==> src/rtl/dmem_access_ctrl.sv <==
// Data-memory access controller: turns one MEM-stage load/store into a memory
// command, waits for grant and read data, and returns a raw doubleword response.
module dmem_access_ctrl #(
    parameter int DMEM_AW = 12
) (
    input  logic               clk,
    input  logic               rst_n,
    // Handshakes: a request transfers on a cycle with req_valid && req_ready;
    // a command transfers on a cycle with mem_req && mem_gnt, with every mem_*
    // output held stable until then; read data transfers on mem_rvalid and a
    // response is a single-cycle rsp_valid pulse with no back-pressure.
    input  logic               req_valid,
    output logic               req_ready,
    input  logic               req_re,
    input  logic               req_we,
    input  logic [2:0]         req_func3,
    input  logic [63:0]        req_addr,
    input  logic [63:0]        req_wdata,
    output logic               mem_req,
    output logic               mem_we,
    output logic [DMEM_AW-1:0] mem_addr,
    output logic [63:0]        mem_wdata,
    output logic [7:0]         mem_wstrb,
    input  logic               mem_gnt,
    input  logic               mem_rvalid,
    input  logic [63:0]        mem_rdata,
    output logic               rsp_valid,
    output logic               rsp_re,
    output logic [2:0]         rsp_func3,
    output logic [2:0]         rsp_addr_local,
    output logic [63:0]        rsp_data,
    output logic               rsp_err,
    output logic [1:0]         dbg_state
);

    typedef enum logic [1:0] {
        IDLE  = 2'd0,
        CMD   = 2'd1,
        RWAIT = 2'd2,
        RESP  = 2'd3
    } state_t;

    state_t               r_state;
    state_t               w_next;

    logic                 r_we;
    logic [DMEM_AW-1:0]   r_mem_addr;
    logic [63:0]          r_wdata;
    logic [7:0]           r_wstrb;
    logic [2:0]           r_func3;
    logic [2:0]           r_addr_local;
    logic                 r_err;
    logic                 r_rsp_re;
    logic [63:0]          r_rsp_data;

    logic                 w_accept;
    logic                 w_illegal;
    logic                 w_misaligned;
    logic                 w_err;
    logic [7:0]           w_strb;
    logic [63:0]          w_wdata;
    logic                 w_unused;

    assign w_unused  = ^req_addr[63:DMEM_AW+3];

    assign req_ready = (r_state == IDLE) && rst_n;
    assign w_accept  = req_valid && req_ready;

    assign w_illegal = (req_re == req_we)
                     || (req_re && (req_func3 == 3'b111))
                     || (req_we && (req_func3 > 3'b011));
    assign w_err     = w_illegal || w_misaligned;

    // func3[1:0] encodes the access size for both loads and stores.
    always_comb begin
        w_misaligned = 1'b0;
        w_strb       = 8'h00;
        w_wdata      = req_wdata;
        case (req_func3[1:0])
            2'b00: begin
                w_strb  = 8'h01 << req_addr[2:0];
                w_wdata = {8{req_wdata[7:0]}};
            end
            2'b01: begin
                w_misaligned = req_addr[0];
                w_strb       = 8'h03 << req_addr[2:0];
                w_wdata      = {4{req_wdata[15:0]}};
            end
            2'b10: begin
                w_misaligned = |req_addr[1:0];
                w_strb       = 8'h0F << req_addr[2:0];
                w_wdata      = {2{req_wdata[31:0]}};
            end
            default: begin
                w_misaligned = |req_addr[2:0];
                w_strb       = 8'hFF;
                w_wdata      = req_wdata;
            end
        endcase
        if (!req_we) begin
            w_strb = 8'h00;
        end
    end

    always_comb begin
        w_next = r_state;
        case (r_state)
            IDLE:    if (w_accept) w_next = w_err ? RESP : CMD;
            CMD:     if (mem_gnt) w_next = r_we ? RESP : RWAIT;
            RWAIT:   if (mem_rvalid) w_next = RESP;
            RESP:    w_next = IDLE;
            default: w_next = IDLE;
        endcase
    end

    always_ff @(posedge clk or negedge rst_n) begin
        if (!rst_n) begin
            r_state <= IDLE;
        end else begin
            r_state <= w_next;
        end
    end

    always_ff @(posedge clk or negedge rst_n) begin
        if (!rst_n) begin
            r_we         <= 1'b0;
            r_mem_addr   <= '0;
            r_wdata      <= '0;
            r_wstrb      <= '0;
            r_func3      <= '0;
            r_addr_local <= '0;
            r_err        <= 1'b0;
            r_rsp_re     <= 1'b0;
            r_rsp_data   <= '0;
        end else if (w_accept) begin
            r_func3      <= req_func3;
            r_addr_local <= req_addr[2:0];
            r_err        <= w_err;
            r_rsp_re     <= 1'b0;
            r_rsp_data   <= '0;
            // Rejected requests never reach memory, so the command port keeps its last value.
            if (!w_err) begin
                r_we       <= req_we;
                r_mem_addr <= req_addr[DMEM_AW+2:3];
                r_wdata    <= w_wdata;
                r_wstrb    <= w_strb;
            end
        end else if ((r_state == RWAIT) && mem_rvalid) begin
            r_rsp_re   <= 1'b1;
            r_rsp_data <= mem_rdata;
        end
    end

    assign mem_req        = (r_state == CMD);
    assign mem_we         = r_we;
    assign mem_addr       = r_mem_addr;
    assign mem_wdata      = r_wdata;
    assign mem_wstrb      = r_wstrb;

    assign rsp_valid      = (r_state == RESP);
    assign rsp_re         = r_rsp_re;
    assign rsp_func3      = r_func3;
    assign rsp_addr_local = r_addr_local;
    assign rsp_data       = r_rsp_data;
    assign rsp_err        = r_err;
    assign dbg_state      = r_state;

endmodule

==> config.mk <==
export PLATFORM = sky130hd
export DESIGN_NAME = dmem_access_ctrl
export DESIGN_NICKNAME = d
export VERILOG_FILES = /design/src/rtl/dmem_access_ctrl.sv
export SDC_FILE = /design/constraint.sdc
export NUM_CORES = 1
export LEC_CHECK = 0
export BUFFER_PORTS_ARGS = -buffer_cell sky130_fd_sc_hd__buf_2
export CAP_MARGIN = 25
export CORE_AREA = 2 2 142 144
export CTS_CLUSTER_DIAMETER = 30
export DETAILED_ROUTE_END_ITERATION = 8
export DIE_AREA = 0 0 144 146
export PLACE_DENSITY = 0.68
export SLEW_MARGIN = 0
export SYNTH_ARGS = -nofsm -noshare
export SYNTH_HDL_FRONTEND = slang
export SYNTH_SLANG_ARGS = --single-unit
==> constraint.sdc <==
create_clock -name clk -period 2.13 [get_ports clk]
set_input_delay 0.1065 -clock clk [delete_from_list [all_inputs] [get_ports clk]]
set_output_delay 0.1065 -clock clk [all_outputs]
set_load 0.02 [all_outputs]
Yosys cells after proc, flatten, opt, wreduce, memory -nomap -nowiden
Index checks and enable logic that the tools add are counted.
{"block": "op_classes", "order_cmp": 1, "eq_ne": 10, "shifts": 3, "mux": 14, "bitwise_logic": 1, "n_reduce_logical": 15}
{"op": "one-hot mux 64 bit (3 select lines)", "count": 1}
{"op": "two-way mux 64 bit", "count": 2}
{"op": "one-hot mux 8 bit (3 select lines)", "count": 1}
{"op": "two-way mux 2 bit", "count": 4}
{"op": "two-way mux 8 bit", "count": 1}
{"op": "one-hot mux 2 bit (4 select lines)", "count": 1}
{"op": "left shift 1 x 3 -> 8 bit, first input constant", "count": 1}
{"op": "left shift 2 x 3 -> 8 bit, first input constant", "count": 1}
{"op": "left shift 4 x 3 -> 8 bit, first input constant", "count": 1}
{"op": "== test 2 bit, second input constant", "count": 3}
{"op": "logical AND 1 bit", "count": 5}
{"op": "== test 2 x 1 -> 1 bit, second input constant", "count": 2}
{"op": "logical NOT 2 bit", "count": 2}
{"op": "inequality test 2 bit, second input constant", "count": 2}
{"op": "== test 3 bit, second input constant", "count": 1}
{"op": "> comparator 3 x 2 -> 1 bit, second input constant", "count": 1}
{"op": "logical OR 1 bit", "count": 3}
{"op": "two-way mux 1 bit", "count": 3}
{"op": "one-hot mux 1 bit (3 select lines)", "count": 1}
{"op": "AND reduction 3 bit", "count": 1}
{"op": "OR reduction 3 bit", "count": 1}
{"op": "inequality test 2 x 1 -> 1 bit, second input constant", "count": 1}
{"op": "AND reduction 2 bit", "count": 1}
{"op": "nonzero test 2 bit", "count": 1}
{"op": "other kinds (3)", "count": 3}
{"block": "word_totals", "reg_bits": 159, "in_bits": 202, "out_inout_bits": 162, "word_cells": 54}

Longest topological paths before layout
Gate-level depths: netlist of the first run.
{"block": "logic_depth", "word_depth": 8, "depth_mapped": 8, "mapped_depth_nobuf": 6}

Least setup slack after synthesis of the first run
No wires, ideal clock.
{"block": "synth_path", "path_kind": "reg-to-reg", "startpoint": "register r_state[0] (netlist: dbg_state[0])", "endpoint": "register r_wdata[16] (netlist: mem_wdata[16])", "setup_ps": 127, "arrival_time_ps": 1867, "path_slack_ps": 136, "path_stages_with_launch": 8, "period_less_slack_ps": 1994, "path_cell_list": "dfrtp_1 -> inv_1 -> ha_1 -> nand3_1 -> a211oi_4 -> buf_6 -> buf_6 -> mux2_1"}
{"block": "synth_between", "elab_chain_cells": 4}
{"element": "start: declaration", "line": "43", "text": "state_t r_state;"}
{"element": "start signal: assignment", "line": "120", "text": "r_state <= w_next;"}
{"element": "logical NOT 2 bit", "line": "66", "text": "assign req_ready = (r_state == IDLE) && rst_n;"}
{"element": "logical AND 1 bit", "line": "66"}
{"element": "logical AND 1 bit", "line": "67", "text": "assign w_accept = req_valid && req_ready;"}
{"element": "AND reduction 2 bit (no line)"}
{"element": "end signal: assignment", "line": "145", "text": "r_wdata <= w_wdata;"}
{"element": "end: declaration", "line": "48", "text": "logic [63:0] r_wdata;"}
Every way passes these cells.
A chain may end at the register's enable or synchronous reset.

Worst setup path after layout of the first run
{"block": "layout_path", "startpoint": "register r_state[0] (netlist: dbg_state[0])", "endpoint": "register r_wdata[62] (netlist: mem_wdata[62])"}
The elaborated chain is that of the path after synthesis.

==> flow_summary.ini, run 1 <==
[timing]
grt_setup_unrepaired = no
min_period_over_period = 0.938
worst_slack_ps = 133
finalHoldWorstSlack_ps = 20.4
totalNegativeSetupSlack_ps = 0
drv_slew = 0
max_slew_margin = 0.428
timing_hold_violations_final = 0
worst_clock_skew_ps = 8.87
shortest_period_the_worst_path_allows_ps = 2000
achievable-frequency_mhz = 501
timing.final.setup_violations = 0
worst-slew-pin-transition_ps = 857

[global_routing]
grt_start_max_net_pins = 70
grt_antenna_before_repair = 3
grt_pass1_vias = 6899
global_route_wire_length_before_repair_mm = 36.3
grt_util_all_layers = 0.222
globalRouteOverflowTotal = 0

[setup_path]
timing.critical_path.mode_cell = sky130_fd_sc_hd__buf_12
worst-endpoint-arrival_ps = 2290
timing.critical_path.required_ps = 2430
crit_chain = inv_1 -> ha_1 -> nand3_1 -> a211oi_4 -> buf_12 -> buf_12 -> mux2_2
cell_family_with_most_cp_delay = buffers and inverters
timing.reg2reg.worst_path_depth = 7
cpPeakStageDelay_ps = 420
worstReg2RegStart = dbg_state[0]$_DFFE_PN0P_
crit-reg2reg-capture = mem_wdata[62]$_DFFE_PN0P_
critical_path_peak_fanout = 21
critical_path_class = reg2reg
timing.critical_path.buf_inv = 3
worstSetupEndpointType = register
reg2reg_slack_ps = 130
crit_path_top_delay_cell = sky130_fd_sc_hd__dfrtp_1
setup.worst_path.start_class = register

[layout]
area_delta_synth_final_pct = 47.4
fill_cells = 1666
finish.net_count = 1339
layout.cells.most_common = sky130_fd_sc_hd__buf_2
post_route_cells_drive_above_1_share = 0.379
commonest_non_fill_non_tap_cells_in_the_layout = sky130_fd_sc_hd__buf_2 (313), sky130_fd_sc_hd__dfrtp_1 (159), sky130_fd_sc_hd__nand2_1 (140)
final_core_util = 0.560
finalNonFillerCells = 1406
layout.cell_area.non_filler_um2 = 10800

[clock_tree]
cts_resized = 0
tritoncts.num_buffers = 17
cts.path.max_buffers = 2
cts_tree = built
cts_num_sinks = 159
clockRootBuffer = sky130_fd_sc_hd__clkbuf_16
post-cts-setup-buffers = 0
clock_latency_ps = 420
h-tree-depth = 4
clk_pin_slew_worst_paths_ps = 60

[power_and_ir_drop]
power_report.internal_total_mw = 8.27
seq_power_share = 0.357
max-vdd-ir-drop_v = 0.000569
power_per_cell_area_nw_per_um2 = 1300
p_sw_mw = 5.76
power_mw = 14.0
power_frac_clock = 0.213
part_of_the_total_power_dissipated_in_combinational_logic = 0.430
switching_share = 0.411
power_leakage_nw = 5.74

[floorplan]
floorplan.core_area_um2 = 19300
placement_rows = 51
floorplan.die_area_um2 = 21000
number_of_top_level_pins = 364
die_h_um = 146
initial_utilization = 0.380
floorplan.die.width_um = 144

[routing]
met3RoutedLength_mm = 2.01
antenna_left = 0
totalWireLength_mm = 23.6
avg_wl_per_cell_um = 16.8
drt_first_iter_violations = 311
detailroute.wirelength.met2_mm = 11.7
routedLengthMet1_mm = 9.21
topRoutingLayerUsed = met5
detail_route.vias_per_cell = 4.90
num_vias = 6888
detailedRoute.firstPassIterationCount = 5
drc = 0

[placed_design]
placed_area_um2 = 9410
place_worst_setup_slack_ps = 69.1
dp_hpwl_mm = 16.4
placed_cells_incl_taps = 1288
place.gp.congestion = 0.810
number_of_input_and_output_port_buffers_inserted = 314

[synth]
seq_area_frac_synth = 0.542
cell_count_after_synthesis = 725
synthesis.nets = 938
mappedNetlistArea_um2 = 7340
ys_async_sr_fraction = 1.00
synth_edf_count = 0
yosys_warnings = 0
synth.ff_latch_count = 159
mapped_avg_cell_area_um2 = 10.1
synthDistinctLibCells = 37
synth_flop_type = sky130_fd_sc_hd__dfrtp_1

[min_path]
hp-class = in2reg
endpoint_of_the_worst_hold_timing_path = mem_wdata[5]$_DFFE_PN0P_
timing.hold.worst.start = req_wdata[5]
hold-path-cell-count = 2

[run]
cap_violations = 0

[status]
run_status = finished, final reports clean
-- registers in the layout, indices dropped and copies added (netlist names) --
name / count
dbg_state: 2
mem_addr: 12
mem_wdata: 64
mem_we: 1
mem_wstrb: 8
rsp_addr_local: 3
rsp_data: 64
rsp_err: 1
rsp_func3: 3
rsp_re: 1
-- cells by family (layout without fill, tap and decap cells) --
family                   Yosys count  after routing  share of synthesized area
AO/OA/AOI/OAI                    182            182                      0.148
AND/OR/NAND/NOR                  174            174                     0.0970
flip-flops                       159            159                      0.542
buffers and inverters            113            527                     0.0644
multiplexers                      86             86                      0.130
adder cells (fa/ha/maj)           11             11                     0.0187
other                              0              2                          0
-- worst max-delay path by stage --
stage | from | endpoint | cells after the start
3_5_place_dp | req_func3[0] | mem_wdata[62]$_DFFE_PN0P_ | 9
5_1_grt | dbg_state[1]$_DFFE_PN0P_ | mem_wdata[24]$_DFFE_PN0P_ | 7
4_1_cts | dbg_state[1]$_DFFE_PN0P_ | mem_wdata[62]$_DFFE_PN0P_ | 7
6_report | dbg_state[0]$_DFFE_PN0P_ | mem_wdata[62]$_DFFE_PN0P_ | 7
2_1_floorplan | dbg_state[0]$_DFFE_PN0P_ | mem_wdata[16]$_DFFE_PN0P_ | 7
3_3_place_gp | req_func3[0] | mem_wdata[36]$_DFFE_PN0P_ | 9
-- timing repair --
action / 4_1_cts / 5_1_grt
setup endpoints to repair: 0 / 43
hold buffers: 84 / 0
hold endpoints to repair: 242 / 0
-- power by group through the flow --
| stage | logic [mW] | registers [mW] | clock network [mW] |
|---|---|---|---|
| finish | 6.03 | 5.01 | 2.99 |
| global route | 6.50 | 5.19 | 3.19 |
| CTS | 6.04 | 4.99 | 3.06 |
| detailed placement | 5.90 | 5.03 | 0 |
| global placement | 5.82 | 4.99 | 0 |
| floorplan | 1.82 | 6.74 | 0 |
-- cells in the mapped netlist (2+ instances only) --
master	instances	area share
sky130_fd_sc_hd__dfrtp_1	159	0.54
sky130_fd_sc_hd__nand2_1	141	0.072
sky130_fd_sc_hd__a21oi_1	115	0.078
sky130_fd_sc_hd__inv_1	62	0.032
sky130_fd_sc_hd__mux2_2	45	0.069
sky130_fd_sc_hd__clkbuf_1	31	0.016
sky130_fd_sc_hd__mux2_1	28	0.043
sky130_fd_sc_hd__a221oi_1	16	0.019
sky130_fd_sc_hd__mux2i_1	13	0.018
sky130_fd_sc_hd__ha_1	11	0.019
sky130_fd_sc_hd__o21ai_0	10	0.0068
sky130_fd_sc_hd__a21o_1	9	0.0092
sky130_fd_sc_hd__nor2_1	9	0.0046
sky130_fd_sc_hd__o22ai_1	9	0.0077
sky130_fd_sc_hd__a22o_1	8	0.0095
sky130_fd_sc_hd__nor2b_1	8	0.0068
sky130_fd_sc_hd__buf_1	7	0.0036
sky130_fd_sc_hd__buf_2	6	0.0041
sky130_fd_sc_hd__a211oi_1	4	0.0041
sky130_fd_sc_hd__buf_6	4	0.0061
sky130_fd_sc_hd__nor3_1	4	0.0027
sky130_fd_sc_hd__and3_1	3	0.0026
sky130_fd_sc_hd__buf_4	3	0.0031
sky130_fd_sc_hd__o31a_1	3	0.0036
sky130_fd_sc_hd__and2_1	2	0.0017
sky130_fd_sc_hd__nand3_1	2	0.0014
sky130_fd_sc_hd__o31ai_1	2	0.0020
sky130_fd_sc_hd__or2_2	2	0.0017
-- layout make-up --
class,count,area (um^2),share of cell area
diodes,2,5.00,0.000462
clock buffers,19,443,0.0409
clock inverters,13,128,0.0118
inverters,62,233,0.0215
multi-input cells,453,2900,0.268
flip-flops and latches,159,3980,0.368
well taps,265,332,0.0306
repair buffers,433,2810,0.259
-- metal layers --
layer,track usage,up-vias
met5,0,-
met4,0.0990,2
met3,0.0668,55
met2,0.374,294
met1,0.258,3280
li1,-,3257
Power figures use the tool's default switching activity.
==> inputs of run 2 (changes only) <==
- CORE_AREA: 2 2 142 144 -> not set
- CORE_MARGIN: not set -> 8
- CORE_UTILIZATION: not set -> 46
- DIE_AREA: 0 0 144 146 -> not set
- PLACE_DENSITY: 0.68 -> 0.8
==> flow_summary.ini, run 2 (synthesized netlist as in run 1, its figures left out) <==
[status]
run_status = finished, final reports clean

[clock_tree]
clockRootBuffer = sky130_fd_sc_hd__clkbuf_16
tritoncts.num_buffers = 17
cts_num_sinks = 159
h-tree-depth = 4
clock_latency_ps = 420
cts.path.max_buffers = 2
cts_tree = built
clk_pin_slew_worst_paths_ps = 70

[power_and_ir_drop]
power_per_cell_area_nw_per_um2 = 1360
power_report.internal_total_mw = 8.65
power_leakage_nw = 5.77
switching_share = 0.413
p_sw_mw = 6.09
seq_power_share = 0.347
part_of_the_total_power_dissipated_in_combinational_logic = 0.427
max-vdd-ir-drop_v = 0.000578
power_frac_clock = 0.226

[setup_path]
timing.critical_path.required_ps = 2430
setup.worst_path.start_class = register
timing.reg2reg.worst_path_depth = 7
reg2reg_slack_ps = 70
critical_path_peak_fanout = 31
critical_path_class = reg2reg
worst_setup_path_startpoint = dbg_state[0]$_DFFE_PN0P_
worstSetupEndpointType = register
worst-endpoint-arrival_ps = 2350
worstReg2RegStart = dbg_state[0]$_DFFE_PN0P_
crit-reg2reg-capture = mem_wdata[2]$_DFFE_PN0P_
setup.worst_path.end = mem_wdata[2]$_DFFE_PN0P_

[layout]
final_core_util = 0.686
area_delta_synth_final_pct = 47.4
layout.cell_area.non_filler_um2 = 10800
finalNonFillerCells = 1357
post_route_cells_drive_above_1_share = 0.378
finish.net_count = 1339
layout.cells.most_common = sky130_fd_sc_hd__buf_2
fill_cells = 1122
commonest_non_fill_non_tap_cells_in_the_layout = sky130_fd_sc_hd__buf_2 (313), sky130_fd_sc_hd__dfrtp_1 (159), sky130_fd_sc_hd__nand2_1 (140)

[floorplan]
floorplan.die_area_um2 = 20300
number_of_top_level_pins = 364
floorplan.core_area_um2 = 15800
die_h_um = 142
placement_rows = 46
initial_utilization = 0.466
floorplan.die.width_um = 142

[placed_design]
placed_area_um2 = 9250
place.gp.congestion = 0.867
number_of_input_and_output_port_buffers_inserted = 314
dp_hpwl_mm = 17.9
placed_cells_incl_taps = 1233

[timing]
max_slew_margin = 0.490
min_period_over_period = 0.966
achievable-frequency_mhz = 486
timing_hold_violations_final = 0
drv_slew = 0
worst-slew-pin-transition_ps = 765
worst_clock_skew_ps = 12.6
shortest_period_the_worst_path_allows_ps = 2060
timing.final.setup_violations = 0

[global_routing]
grt-busiest-layer = met2
globalRouteOverflowTotal = 0
grt_util_all_layers = 0.270
grtUsageMet1 = 0.283
grt_start_max_net_pins = 161
globalRouteMet2Util = 0.462
grt_util_met3 = 0.0990
grt_antenna_before_repair = 3
global_route_wire_length_before_repair_mm = 42.2
grt_pass1_vias = 7642

[routing]
num_vias = 7328
totalWireLength_mm = 28.3
drt_first_iter_violations = 582
avg_wl_per_cell_um = 20.8
detail_route.vias_per_cell = 5.40
drc = 0
detailedRoute.firstPassIterationCount = 5
antenna_left = 0

[min_path]
hp-class = in2reg

[run]
cap_violations = 0
-- run 2: what timing repair did --
item | in CTS | in global routing
gates cloned | 0 | 2
pin swaps | 1 | 2
hold buffers | 86 | 0
hold endpoints to repair | 244 | 0
resized for setup | 0 | 8
setup buffers | 0 | 2
endpoints found under the setup margin | 2 | 74
-- run 2: how the worst min path moves through the flow --
stage / to / startpoint / cells after the start / slack, ps
finish: mem_wdata[1]$_DFFE_PN0P_ / req_wdata[1] / 2 / 20
detailed placement: mem_addr[10]$_DFFE_PN0P_ / req_addr[13] / 2 / 330
global route: mem_wdata[1]$_DFFE_PN0P_ / req_wdata[1] / 2 / 10
global placement: mem_addr[2]$_DFFE_PN0P_ / req_addr[5] / 2 / 320
CTS: mem_wdata[12]$_DFFE_PN0P_ / req_wdata[12] / 3 / 2
floorplan: dbg_state[0]$_DFFE_PN0P_ / rst_n / 0 / -190
-- run 2: routing by layer --
layer | vias to the layer above | share of wire
li1 | 3265 | -
met1 | 3510 | 0.35
met2 | 455 | 0.50
met3 | 96 | 0.10
met4 | 2 | 0.046
met5 | - | 0.00053
-- run 2: power by group through the flow --
stage               registers, mW  clock network, mW  logic [mW]
floorplan                    6.74                  0        1.82
global placement             4.97                  0        5.85
detailed placement           5.06                  0        5.98
CTS                          5.02               3.35        6.12
global route                 5.25               3.49        6.71
finish                       5.11               3.33        6.30
-- run 2: stage by stage --
stage	hold slack (ps)	TNS, ps	power, mW	setup slack, ps
after floorplan	-189	0	8.56	136
after global placement	324	0	10.8	68.0
after detailed placement	333	0	11.0	18.7
after CTS	2.08	0	14.5	55.1
after global routing	12.5	-108	15.4	-19.5
final	19.4	0	14.7	73.0
-- run 2: cell type report --
type | count | area, um^2 | area share
Antenna cell | 2 | 5.00 | 0.000462
Sequential cell | 159 | 3980 | 0.368
Clock buffer | 20 | 457 | 0.0422
Clock inverter | 12 | 183 | 0.0169
Timing Repair Buffer | 433 | 2800 | 0.258
Multi-Input combinational cell | 453 | 2900 | 0.268
Tap cell | 216 | 270 | 0.0250
Inverter | 62 | 233 | 0.0215
-- run 2: worst max-delay path, cell delays in order, from the launching register on --
cell and delay [ps]:
sky130_fd_sc_hd__dfrtp_1 430, sky130_fd_sc_hd__inv_2 120, sky130_fd_sc_hd__ha_1 180, sky130_fd_sc_hd__nand3_1 140, sky130_fd_sc_hd__a211oi_4 230, sky130_fd_sc_hd__buf_4 220, sky130_fd_sc_hd__buf_12 240, sky130_fd_sc_hd__mux2_1 360
